**config.mk**
```make
export PLATFORM = sky130hd
export DESIGN_NAME = axi_axis2bram
export DESIGN_NICKNAME = d
export VERILOG_FILES = /design/src/rtl/axi_axis2bram.sv
export SDC_FILE = /design/constraint.sdc
export NUM_CORES = 1
export LEC_CHECK = 0
export ABC_AREA = 1
export BUFFER_PORTS_ARGS = -buffer_cell sky130_fd_sc_hd__buf_2
export CAP_MARGIN = 20
export CORE_ASPECT_RATIO = 0.75
export CORE_MARGIN = 8
export CORE_UTILIZATION = 45
export DETAILED_ROUTE_END_ITERATION = 16
export PLACE_DENSITY = 0.82
export SETUP_SLACK_MARGIN = 0.2
export SYNTH_ARGS = -nofsm -noshare
export SYNTH_HDL_FRONTEND = slang
export SYNTH_SLANG_ARGS = --single-unit
```
**constraint.sdc**
```tcl
create_clock -name clk -period 2.48 [get_ports clk]
set_input_delay 0.124 -clock clk [delete_from_list [all_inputs] [get_ports clk]]
set_output_delay 0.124 -clock clk [all_outputs]
set_load 0.05 [all_outputs]
```
**src/rtl/axi_axis2bram.sv**
```systemverilog
// axi_axis2bram: receives a fixed-length AXI4-Stream transfer and writes each
// beat to consecutive BRAM words starting at address 0. A sticky flag records
// any disagreement between the programmed length and the tlast marker.
module axi_axis2bram #(
    parameter int AXI_DATA_WIDTH      = 128,
    parameter int AXI_XFER_SIZE_WIDTH = 32,
    parameter int BRAM_ADDR_WIDTH     = 32,
    parameter int BRAM_DATA_WIDTH     = 128
) (
    input  logic                           clk,
    input  logic                           rst,
    input  logic                           i_as2b_start,
    output logic                           o_as2b_done,
    input  logic [AXI_XFER_SIZE_WIDTH-1:0] i_as2b_data_size_bytes,
    output logic                           o_as2b_len_err,
    input  logic                           s_axis_tvalid,
    output logic                           s_axis_tready,
    input  logic [AXI_DATA_WIDTH-1:0]      s_axis_tdata,
    input  logic                           s_axis_tlast,
    output logic                           o_as2b_wren,
    output logic [BRAM_ADDR_WIDTH-1:0]     o_as2b_wraddr,
    output logic [BRAM_DATA_WIDTH-1:0]     o_as2b_wrdata
);
    // Depth is carried 4 bits wider than the byte count so the *8 never overflows.
    localparam int DW = AXI_XFER_SIZE_WIDTH + 4;
    localparam int CNTW = BRAM_ADDR_WIDTH + 1;
    // Common width for comparing the beat counter against the depth.
    localparam int CW = (DW > CNTW) ? DW : CNTW;

    typedef enum logic [1:0] {
        S_IDLE  = 2'd0,
        S_BUSY  = 2'd1,
        S_FLUSH = 2'd2
    } state_t;

    state_t                     r_state;
    state_t                     w_state_nxt;
    logic [DW-1:0]              r_depth;
    logic [CNTW-1:0]            r_cnt;
    logic                       r_len_err;
    logic                       r_wren;
    logic [BRAM_ADDR_WIDTH-1:0] r_wraddr;
    logic [BRAM_DATA_WIDTH-1:0] r_wrdata;

    logic [DW-1:0]              w_bits;
    logic [DW-1:0]              w_depth;
    logic [CW-1:0]              w_cnt_ext;
    logic [CW-1:0]              w_last_idx;
    logic                       w_start_ok;
    logic                       w_hs;
    logic                       w_at_end;
    logic                       w_term;

    assign w_bits     = {4'b0, i_as2b_data_size_bytes} << 3;
    assign w_depth    = w_bits / DW'(BRAM_DATA_WIDTH);
    assign w_cnt_ext  = CW'(r_cnt);
    // Only consulted in BUSY, where depth is known to be non-zero.
    assign w_last_idx = CW'(r_depth) - CW'(1);
    assign w_start_ok = (r_state == S_IDLE) && i_as2b_start;
    assign w_hs       = s_axis_tvalid && s_axis_tready;
    assign w_at_end   = (w_cnt_ext == w_last_idx);
    assign w_term     = w_hs && (w_at_end || s_axis_tlast);

    // Handshaking and status decode straight from the state register.
    assign s_axis_tready  = (r_state == S_BUSY);
    assign o_as2b_done    = (r_state == S_IDLE);
    assign o_as2b_len_err = r_len_err;
    assign o_as2b_wren    = r_wren;
    assign o_as2b_wraddr  = r_wraddr;
    assign o_as2b_wrdata  = r_wrdata;

    // State register.
    always_ff @(posedge clk) begin
        if (rst) r_state <= S_IDLE;
        else     r_state <= w_state_nxt;
    end

    // Next-state logic: a zero-depth start never leaves IDLE.
    always_comb begin
        w_state_nxt = r_state;
        case (r_state)
            S_IDLE:  if (i_as2b_start && (w_depth != '0)) w_state_nxt = S_BUSY;
            S_BUSY:  if (w_term) w_state_nxt = S_FLUSH;
            S_FLUSH: w_state_nxt = S_IDLE;
            default: w_state_nxt = S_IDLE;
        endcase
    end

    // Transfer bookkeeping: depth capture, beat counter and sticky length error.
    always_ff @(posedge clk) begin
        if (rst) begin
            r_depth   <= '0;
            r_cnt     <= '0;
            r_len_err <= 1'b0;
        end else begin
            if (w_start_ok) begin
                r_depth   <= w_depth;
                r_cnt     <= '0;
                r_len_err <= 1'b0;
            end else if (w_hs) begin
                r_cnt <= r_cnt + CNTW'(1);
                // Short stream (early tlast) or long/unmarked stream (no tlast at end).
                if ((s_axis_tlast && (w_cnt_ext < w_last_idx)) || (w_at_end && !s_axis_tlast))
                    r_len_err <= 1'b1;
            end
        end
    end

    // Registered BRAM write port; address/data hold when no write is issued.
    always_ff @(posedge clk) begin
        if (rst) begin
            r_wren   <= 1'b0;
            r_wraddr <= '0;
            r_wrdata <= '0;
        end else begin
            r_wren <= w_hs;
            if (w_hs) begin
                r_wraddr <= r_cnt[BRAM_ADDR_WIDTH-1:0];
                r_wrdata <= s_axis_tdata;
            end
        end
    end
endmodule
```
Word level (Yosys, flattened, before mapping)
Cells that the tools add are included.
{ "word_totals": {"output_inout_bits": 164, "in_bits": 165, "elab_cells": 31, "reg_bits": 225} }
{ "classes": {"magnitude_cmp": 1, "eq_ne": 4, "muxes": 3, "n_reduce_logical": 14, "addsub": 2} }
{ "op_table": {"columns": ["operator", "count"], "rows": [
  ["$eq 33x36->1", 1],
  ["$lt 33x36->1", 1],
  ["$reduce_bool 36->1", 1],
  ["$add 33x1->33 const B", 1],
  ["$sub 28x1->29 const B", 1],
  ["$logic_and 1x1->1", 6],
  ["$mux 2", 2],
  ["$ne 2x1->1 const B", 2],
  ["$pmux 2 s2", 1],
  ["$reduce_and 2->1", 2],
  ["$eq 2x1->1 const B", 1],
  ["$logic_not 2->1", 1],
  ["$logic_or 1x1->1", 2],
  ["$reduce_or 2->1", 1],
  ["$logic_not 1->1", 1]
]} }

Logic depth before layout (Yosys ltp)
{ "depth": {"depth_word": 6, "depth_mapped": 22, "mapped_depth_nobuf": 22} }

Worst setup path before layout
No wires, ideal clock.
{ "synth_timing": {"path_type": "reg2reg", "start": "register r_depth[0]", "end": "register r_len_err (netlist: o_as2b_len_err)", "required_ns": 2.410, "period_less_slack_ns": 2.530, "stages_incl_launch_ff": 23, "slack_ns": -0.050, "t_arrival_ns": 2.461, "path_cell_list": "dfxtp_1 inv_1 ha_1 nand3_1 nor2_1 nand3_1 nor3_1 nand3_1 xor2_1 inv_1 ha_1 nand2_1 nor2_1 inv_1 nor2_1 nand2_1 nor2_1 nand2_1 nand2_1 nand2_1 inv_1 nand2_1 a21oi_1"} }
{ "synth_between": {"elab_chain_cells": 5} }
{ "synth_rtl": {"columns": ["item", "line_no", "source"], "rows": [
  ["from (decl)", "38", "logic [DW-1:0] r_depth;"],
  ["from (signal assigned)", "97", "r_depth <= w_depth;"],
  ["$sub 28x1->29 (*)", "58", "assign w_last_idx = CW'(r_depth) - CW'(1);"],
  ["$lt 33x36->1 or $eq 33x36->1 (tied branches)", "103, 61", null],
  ["$logic_and 1x1->1", "103", "if ((s_axis_tlast && (w_cnt_ext < w_last_idx)) || (w_at_end && !s_axis_tlast))"],
  ["$logic_or 1x1->1 (*)", "103", null],
  ["$reduce_and 2->1 (no source line) (*)", null, null],
  ["to (signal assigned)", "94", "r_len_err <= 1'b0;"],
  ["to (signal assigned)", "99", "r_len_err <= 1'b0;"],
  ["to (signal assigned)", "104", "r_len_err <= 1'b1;"],
  ["to (decl)", "40", "logic r_len_err;"]
]} }
Every way passes the cells marked *; elsewhere a longest branch is shown, timed or not.
A chain may end at the register's enable or synchronous reset.

Final worst setup path
Same ends and word-level chain as after synthesis.

==> impl_metrics.yaml <==
worst_setup_path:
  crit_path_frequent_cell: "nand2_1"
  critPathKind: "reg2reg"
  required_ns: 2.93
  rrSetupSlack_ns: -0.28
  path_max_fanout: 2
  cp-end-kind: "register"
  critPathSlowestCell: "dfxtp_2"
  arrival_ns: 3.21
  max_stage_delay_ns: 0.33
  path_cells: "nor2_2, nand4_1, nor3_2, buf_4, nand2_2, nor2_2, nand3_1, xor2_1, ha_1, buf_4, a21oi_1, o21ai_0, nand2_1, nand2_1, a21oi_2, nand2_1, nand2_1, nand2_1, a21oi_2"
  cp-start-kind: "register"
  reg2reg_depth: 19
timing:
  timing.final.crit_period_ns: 2.76
  period_share: 1.11
  maxSlewHeadroom: 0.308
  setup_violations: 3
  worstMarginPinSlew_ns: 1.04
  rsz0062_at_grt: "yes"
  hold_viol: 0
  tns_ns: -0.732
  setup_ws_ns: -0.283
  slew_violations: 0
  fmax_ghz: 0.362
  finClkSkew_ns: 0.0162
clocking:
  clock_latency_ns: 0.52
  tritoncts: "built"
  clk_path_buf_depth: 3
  clkTransAtPathRegs_ns: 0.06
  numCtsBuffers: 23
  clock-sinks: 225
  cts-root-buf: "clkbuf_16"
  htree_levels: 1
pwr:
  seqPwrFrac: 0.420
  combPwrFrac: 0.195
  p_per_area_nw_per_um2: 639
  switching_share: 0.292
  p_clk_frac: 0.384
  leakage_nw: 6.40
  p_int_w: 0.00649
  netSwitchingPower_w: 0.00268
  total_power_w: 0.00917
  ir_drop_mv: 0.528
placement:
  io_buffers: 324
  hpwl_mm: 22.5
  place_area_um2: 11900
  dp_cells: 1906
  place_congestion: 0.913
global_routing:
  grt_start_max_net_pins: 171
  grt_pass1_wl_mm: 56.4
  grt_overflow: 0
  antenna_found_initial: 0
  grt_usage: 0.261
  grt_pass1_vias: 11000
logic_synthesis:
  synth_seq_area_share: 0.470
  synth-seq-cells: 225
  yosysWarnings: 0
  syn_inst: 1296
  synth.avg_cell_area_um2: 7.40
  syn_nets: 1495
  netlist_area_um2: 9590
  synth.distinct_cells: 33
drt:
  vias_per_cell: 5.18
  post_drt_wl_per_cell_um: 17.3
  drt_iter0_drc: 881
  vias: 10900
  drc_errors: 0
  antenna_left: 0
  wl_mm: 36.6
  firstDrtPassIters: 5
min_path:
  hold_path_class: "in2reg"
  min_path_cells: 4
status:
  status: "finished, violations left"
  violations: "negative setup slack"
floorplanning:
  start_util: 0.457
  pin_count: 329
  die_h_um: 142
  die_area_um2: 26300
  die_w_um: 185
  coreArea_um2: 21000
  rows: 46
finish:
  design_area_um2: 14300
  antennaDiodeCount: 0
  syn_to_final_growth_pct: 49.6
  layoutNonFillerInstCount: 2110
  final_nets: 2005
  drive_gt1_frac: 0.266
flow_run:
  drv_cap: 0
==> metrics by stage <==
step	util	setup slack [ns]	hold WS (ns)
finish	0.683	-0.283	0.0495
CTS	0.680	-0.166	0.00410
global route	0.683	-0.486	0.0283
floorplan	-	0.0364	0.252
global placement	0.565	-0.172	0.373
detailed placement	0.565	-0.249	0.379
==> layout by cell type (no fill, tap or decap), types with 6 or more instances in the layout <==
cell	count
clkbuf_16	23
clkbuf_8	7
xnor2_1	13
nor4_1	10
nor2_1	97
nor2_2	10
nor2_4	7
buf_4	66
dfxtp_1	224
xor2_1	27
buf_2	323
a21oi_1	202
inv_1	75
nor3_1	9
nand4_1	17
dlygate4sd3_1	156
nand2_1	397
inv_2	6
ha_1	32
nand3_1	22
nand2_2	9
o21ai_0	43
==> worst paths after layout <==
path,endpoint,startpoint
max,o_as2b_len_err,r_depth[0]
max reg2reg,o_as2b_len_err,r_depth[0]
min reg2reg,o_as2b_wraddr[27],o_as2b_wraddr[27]
min,r_cnt[0],rst
==> sequential cells by signal (all words and copies together) (netlist names) <==
register and cells:
r_cnt 33, r_state 2, o_as2b_wrdata 128, o_as2b_len_err 1, o_as2b_wren 1, r_depth 28
o_as2b_wraddr 32
==> critical path: cells and delay by family (launching register included) <==
family | cells | cell delay, ns
AOI/OAI and AO/OA | 4 | 0.47
adders and majority gates | 1 | 0.33
buffers and inverters | 2 | 0.31
DFF | 1 | 0.33
xor gates and xnor gates | 1 | 0.16
and+or+nand+nor | 11 | 1.13
==> per-layer routing <==
layer,up-vias,part of all wire,GRT usage
met4,0,0.039,0.109
met3,133,0.091,0.0628
met1,4973,0.41,0.328
li1,5208,-,-
met5,-,0,0
met2,618,0.46,0.425
==> logic make-up (layout without fill, tap and decap cells) <==
family,count (synthesis),count (layout),synth area share
and+or+nand+nor,594,594,0.254
AOI/OAI and AO/OA,257,257,0.136
DFF,225,225,0.470
buffers and inverters,145,671,0.0582
xor gates and xnor gates,41,41,0.0374
adders and majority gates,34,34,0.0444
==> power groups by stage <==
stage,Clock (W),Sequential [W],Combinational [W]
floorplan,0,0.00425,0.000594
global route,0.00372,0.00387,0.00193
CTS,0.00358,0.00384,0.00171
global placement,0,0.00391,0.00145
finish,0.00353,0.00385,0.00179
detailed placement,0,0.00392,0.00148
==> what timing repair did <==
| item | CTS | global route |
|---|---|---|
| buffers inserted | 5 | 2 |
| hold endpoints to repair | 156 | 0 |
| hold buffers | 156 | 0 |
| endpoints found under the setup margin | 3 | 3 |
| pin swaps | 15 | 19 |
| resized for setup | 15 | 14 |
==> Yosys cell counts (all sizes together) <==
| library cell | count | share of area |
|---|---|---|
| nand2 | 406 | 0.16 |
| dfxtp | 225 | 0.47 |
| a21oi | 206 | 0.11 |
| nor2 | 114 | 0.049 |
| inv | 81 | 0.032 |
| clkbuf | 53 | 0.021 |
| o21ai | 43 | 0.022 |
| ha | 34 | 0.044 |
| xor2 | 28 | 0.026 |
| nand3 | 25 | 0.014 |
| nand4 | 17 | 0.011 |
| nor3 | 13 | 0.0073 |
| xnor2 | 13 | 0.012 |
| buf | 10 | 0.0052 |
| nor4 | 10 | 0.0065 |
| or2 | 4 | 0.0026 |
| a31oi | 2 | 0.0013 |
| nor3b | 2 | 0.0016 |
| o21a | 2 | 0.0016 |
| a21o | 1 | 0.00078 |
| and3 | 1 | 0.00065 |
| clkinv | 1 | 0.00052 |
| nand3b | 1 | 0.00078 |
| o211ai | 1 | 0.00078 |
| o31ai | 1 | 0.00078 |
| o32ai | 1 | 0.00091 |
| or3 | 1 | 0.00065 |
==> area by class of cell <==
cell class,instances,area [um2]
fill,1519,6660
multi-input combinational,926,4660
sequential,225,4510
timing repair buffer,548,3730
clock buffer,31,676
tap,288,360
inverter,82,310
clock inverter,10,104
Note: power is estimated with default switching activity, not from simulation.
